[src/rtl/timer_defs.sv]
// timer_defs: state encodings and digit constants shared by the timer entry control slice.
package timer_defs;
    localparam int DIGIT_W = 4;
    localparam logic [3:0] SEC_TENS_MAX_DEF = 4'd5;
    localparam logic [2:0] ST_IDLE  = 3'd0;
    localparam logic [2:0] ST_LOAD  = 3'd1;
    localparam logic [2:0] ST_RUN   = 3'd2;
    localparam logic [2:0] ST_PAUSE = 3'd3;
    localparam logic [2:0] ST_DONE  = 3'd4;
    typedef enum logic [2:0] {
        S_IDLE  = ST_IDLE,
        S_LOAD  = ST_LOAD,
        S_RUN   = ST_RUN,
        S_PAUSE = ST_PAUSE,
        S_DONE  = ST_DONE
    } state_t;
endpackage

[src/rtl/timer_entry_buf.sv]
// timer_entry_buf: 4-digit BCD entry register, shifts valid digits in from the right.
module timer_entry_buf
    import timer_defs::*;
(
    input  logic               clk,
    input  logic               clearn,
    input  logic               shift_en,
    input  logic               clr,
    input  logic [DIGIT_W-1:0] digit,
    output logic [DIGIT_W-1:0] min_t,
    output logic [DIGIT_W-1:0] min_o,
    output logic [DIGIT_W-1:0] sec_t,
    output logic [DIGIT_W-1:0] sec_o
);
    logic [4*DIGIT_W-1:0] q;
    always_ff @(posedge clk) begin
        if (!clearn || clr)
            q <= '0;
        else if (shift_en && digit <= 4'd9)
            q <= {q[3*DIGIT_W-1:0], digit};
    end
    assign {min_t, min_o, sec_t, sec_o} = q;
endmodule

[src/rtl/timer_entry_ctrl.sv]
// timer_entry_ctrl: keypad entry, load strobe and tick-gated count enable for the MM:SS down-counter chain.
module timer_entry_ctrl
    import timer_defs::*;
#(
    parameter logic [3:0] SEC_TENS_MAX = SEC_TENS_MAX_DEF,
    parameter bit         TICK_ACTIVE  = 1'b1
) (
    input  logic               clk,
    input  logic               clearn,
    input  logic               key_valid,
    input  logic [DIGIT_W-1:0] key_digit,
    input  logic               start,
    input  logic               stop,
    input  logic               tick,
    input  logic               all_zero,
    output logic               loadn,
    output logic               en,
    output logic [DIGIT_W-1:0] data_min_t,
    output logic [DIGIT_W-1:0] data_min_o,
    output logic [DIGIT_W-1:0] data_sec_t,
    output logic [DIGIT_W-1:0] data_sec_o,
    output logic               running,
    output logic               done,
    output logic               err
);
    state_t state;
    logic   tick_act, bad_entry;
    assign tick_act  = tick == TICK_ACTIVE;
    assign bad_entry = {data_min_t, data_min_o, data_sec_t, data_sec_o} == '0 || data_sec_t > SEC_TENS_MAX;
    assign loadn     = state != S_LOAD;
    assign running   = state == S_RUN;
    assign done      = state == S_DONE;
    // all_zero masks the tick so the chain never wraps past 00:00
    assign en        = running & tick_act & ~all_zero;

    timer_entry_buf u_buf (
        .clk      (clk),
        .clearn   (clearn),
        .shift_en (state == S_IDLE && key_valid),
        .clr      (state == S_DONE && (start || stop)),
        .digit    (key_digit),
        .min_t    (data_min_t),
        .min_o    (data_min_o),
        .sec_t    (data_sec_t),
        .sec_o    (data_sec_o)
    );

    always_ff @(posedge clk) begin
        if (!clearn) begin
            state <= S_IDLE;
            err   <= 1'b0;
        end else begin
            err <= 1'b0;
            case (state)
                S_IDLE:  if (start) begin
                             if (bad_entry) err <= 1'b1;
                             else state <= S_LOAD;
                         end
                S_LOAD:  state <= S_RUN;
                S_RUN:   state <= all_zero ? S_DONE : stop ? S_PAUSE : S_RUN;
                S_PAUSE: state <= stop ? S_IDLE : start ? S_RUN : S_PAUSE;
                S_DONE:  state <= (start || stop) ? S_IDLE : S_DONE;
                default: state <= S_IDLE;
            endcase
        end
    end
endmodule

[config.mk]
export PLATFORM = sky130hd
export DESIGN_NAME = timer_entry_ctrl
export DESIGN_NICKNAME = d
export VERILOG_FILES = /design/src/rtl/timer_defs.sv /design/src/rtl/timer_entry_buf.sv /design/src/rtl/timer_entry_ctrl.sv
export SDC_FILE = /design/constraint.sdc
export NUM_CORES = 1
export LEC_CHECK = 0
export BUFFER_PORTS_ARGS = -buffer_cell sky130_fd_sc_hd__clkbuf_2
export CORE_MARGIN = 3
export CORE_UTILIZATION = 30
export CTS_BUF_LIST = sky130_fd_sc_hd__clkbuf_2 sky130_fd_sc_hd__clkbuf_4 sky130_fd_sc_hd__clkbuf_8
export CTS_CLUSTER_SIZE = 10
export DETAILED_ROUTE_END_ITERATION = 12
export SLEW_MARGIN = 20
export SYNTH_ARGS = -nofsm -noshare
export SYNTH_HDL_FRONTEND = slang
export SYNTH_SLANG_ARGS = --single-unit
[constraint.sdc]
create_clock -name clk -period 1.95 [get_ports clk]
set_input_delay 0.585 -clock clk [delete_from_list [all_inputs] [get_ports clk]]
set_output_delay 0.585 -clock clk [all_outputs]
set_load 0.1 [all_outputs]
==> results.cfg <==
[place]
dpl.hpwl_um = 1460
port_buffers = 31
gp_congestion = 0.860
dp.cells = 147

[cts]
hold_buffers = 0
numCtsBuffers = 3
clk_pin_slew_ps = 100
cts_max_level = 1
cts_buffer_depth = 2
clock_sinks = 20
cts_root_buf = clkbuf_4
cts_tree = yes
clock_latency_ps = 280

[layout]
antennaDiodeCount = 0
fin_cells = 151
final_common_cell = clkbuf_2
fin_util = 0.439
fillers = 256
fin_nets = 134
drive_above_1_share = 0.355
synthToLayoutAreaGrowth_pct = 32.0
final_cell_mix = clkbuf_2 (27), dfxtp_1 (19), nor2_1 (18), mux2i_1 (16), nor4_1 (5)

[floorplanning]
die-area_um2 = 3580
die_y_um = 59.8
die_w_um = 59.8
rows = 18
start_util = 0.332
top_level_ports = 32
core_um2 = 2610

[sta]
slew_headroom = 0.633
period_minus_slack_ps = 1860
rsz0062_at_grt = false
setup_viol = 0
max_freq_ghz = 0.537
fin_skew_ps = 4.23
hold_slack_ps = 538
worst_pin_slew_ps = 553
drv_slew = 0
hold_viol = 0
period_share = 0.955

[synthesis]
synth_nets = 99
syn_inst = 88
synth.avg_cell_area_um2 = 9.87
yosysUniqueCellTypes = 21
ys_seq_area_frac = 0.461
yosys_warnings = 0
synth_seq_cells = 20
synthesis.area_um2 = 868

[critical_path]
rr_startpoint = state[1]
r2r_setup_slack_ps = 580
path_class = reg2out
cp-end-kind = output pin
cp.arrival_ps = 1280
reg2regPathDepth = 5
critPathLaunchType = register
endpoint = en
path_max_fanout = 8
crit_required_ps = 1360
r2r_end = u_buf.q[8]
critPathLaunch = state[0]

[route]
wl_per_cell_um = 12.1
routed_wl_um = 1830
route.detailed.drc = 0
drtIter0Drc = 6
firstDrtPassIters = 4
vias = 745
ant_nets = 0
vias_per_cell = 4.93

[hold_path]
hp-start = u_buf.q[15]
hp-class = reg2reg

[global_route]
grt_max_degree = 17
gr-total-overflow = 0
grt_pass1_vias = 714
track_usage = 0.113
grt_pass1_wl_um = 3110
antenna_found_initial = 0

[power_and_ir_drop]
leakage_uw = 0.000575
power_density_nw_per_um2 = 1090
vdd_drop_max_uv = 553
p_total_uw = 1250

[run]
maxCapViolCount = 0

[run_status]
status = finished, final reports clean
==> stage by stage <==
stage / cell area, um2 / setup WS [ps] / setup TNS, ps
after floorplan: 885 / -491 / -491
after global placement: 1110 / 261 / 0
after detailed placement: 1110 / 222 / 0
after CTS: 1140 / 11.5 / 0
after global routing: 1150 / 2.46 / 0
final: 1150 / 86.8 / 0
==> synthesized netlist by cell type (all sizes together) <==
cell type	instances	area, um2
nand3	1	5.00
buf	4	37.5
a211oi	1	7.51
o21ai	2	13.8
and3	1	6.26
a311oi	1	8.76
mux2i	16	160
nor3b	2	15.0
nor4	5	31.3
nor2	19	87.6
nand2	3	11.3
nand2b	1	6.26
dfxtp	20	400
nand4	3	33.8
a21oi	4	20.0
a31oi	2	12.5
inv	3	11.3
==> cell families after synthesis <==
logic type,share of synthesized area
AO/OA/AOI/OAI,0.0720
buffers and inverters,0.0562
flip-flops,0.461
multiplexers,0.184
AND/OR/NAND/NOR,0.226
==> sequential cells by signal, indices dropped and copies added (netlist names) <==
signal / cells
u_buf.q: 16
state: 3
err: 1
==> routing by layer <==
metal	track usage	share of wire
met1	0.153	0.46
met2	0.171	0.50
met3	0.0259	0.039
met4	0.0475	0.0071
met5	0	0
==> how the worst min path moves through the flow <==
stage | cells past startpoint | slack, ps | to
6_report | 2 | 540 | u_buf.q[15]
5_1_grt | 2 | 540 | state[1]
4_1_cts | 2 | 540 | state[1]
3_5_place_dp | 2 | 520 | u_buf.q[15]
3_3_place_gp | 2 | 510 | u_buf.q[14]
2_1_floorplan | 2 | 550 | state[2]
==> area by class of cell <==
| type | instances | area, um2 | area share |
|---|---|---|---|
| Clock buffer | 3 | 22.5 | 0.0197 |
| Inverter | 3 | 11.3 | 0.00983 |
| Multi-Input combinational cell | 61 | 435 | 0.380 |
| Sequential cell | 20 | 402 | 0.350 |
| Tap cell | 30 | 37.5 | 0.0328 |
| Timing Repair Buffer | 34 | 238 | 0.207 |
==> timing repair <==
item | 4_1_cts | 5_1_grt
setup endpoints to repair | 1 | 1
resized for setup | 1 | 0
buffers inserted | 0 | 1
pin swaps | 1 | 1
hold endpoints to repair | 0 | 0
==> worst max-delay path: stages (launching register included) <==
cell and delay (ps):
dfxtp_2 400, nor3b_4 220, and3_4 210, buf_12 170
==> where the power goes <==
group / switching [uW] / total (uW) / internal [uW]
clock network: 106 / 178 / 71.6
logic: 392 / 583 / 191
registers: 48.3 / 492 / 443
total: 547 / 1250 / 706
(Power assumes the default switching activity.)
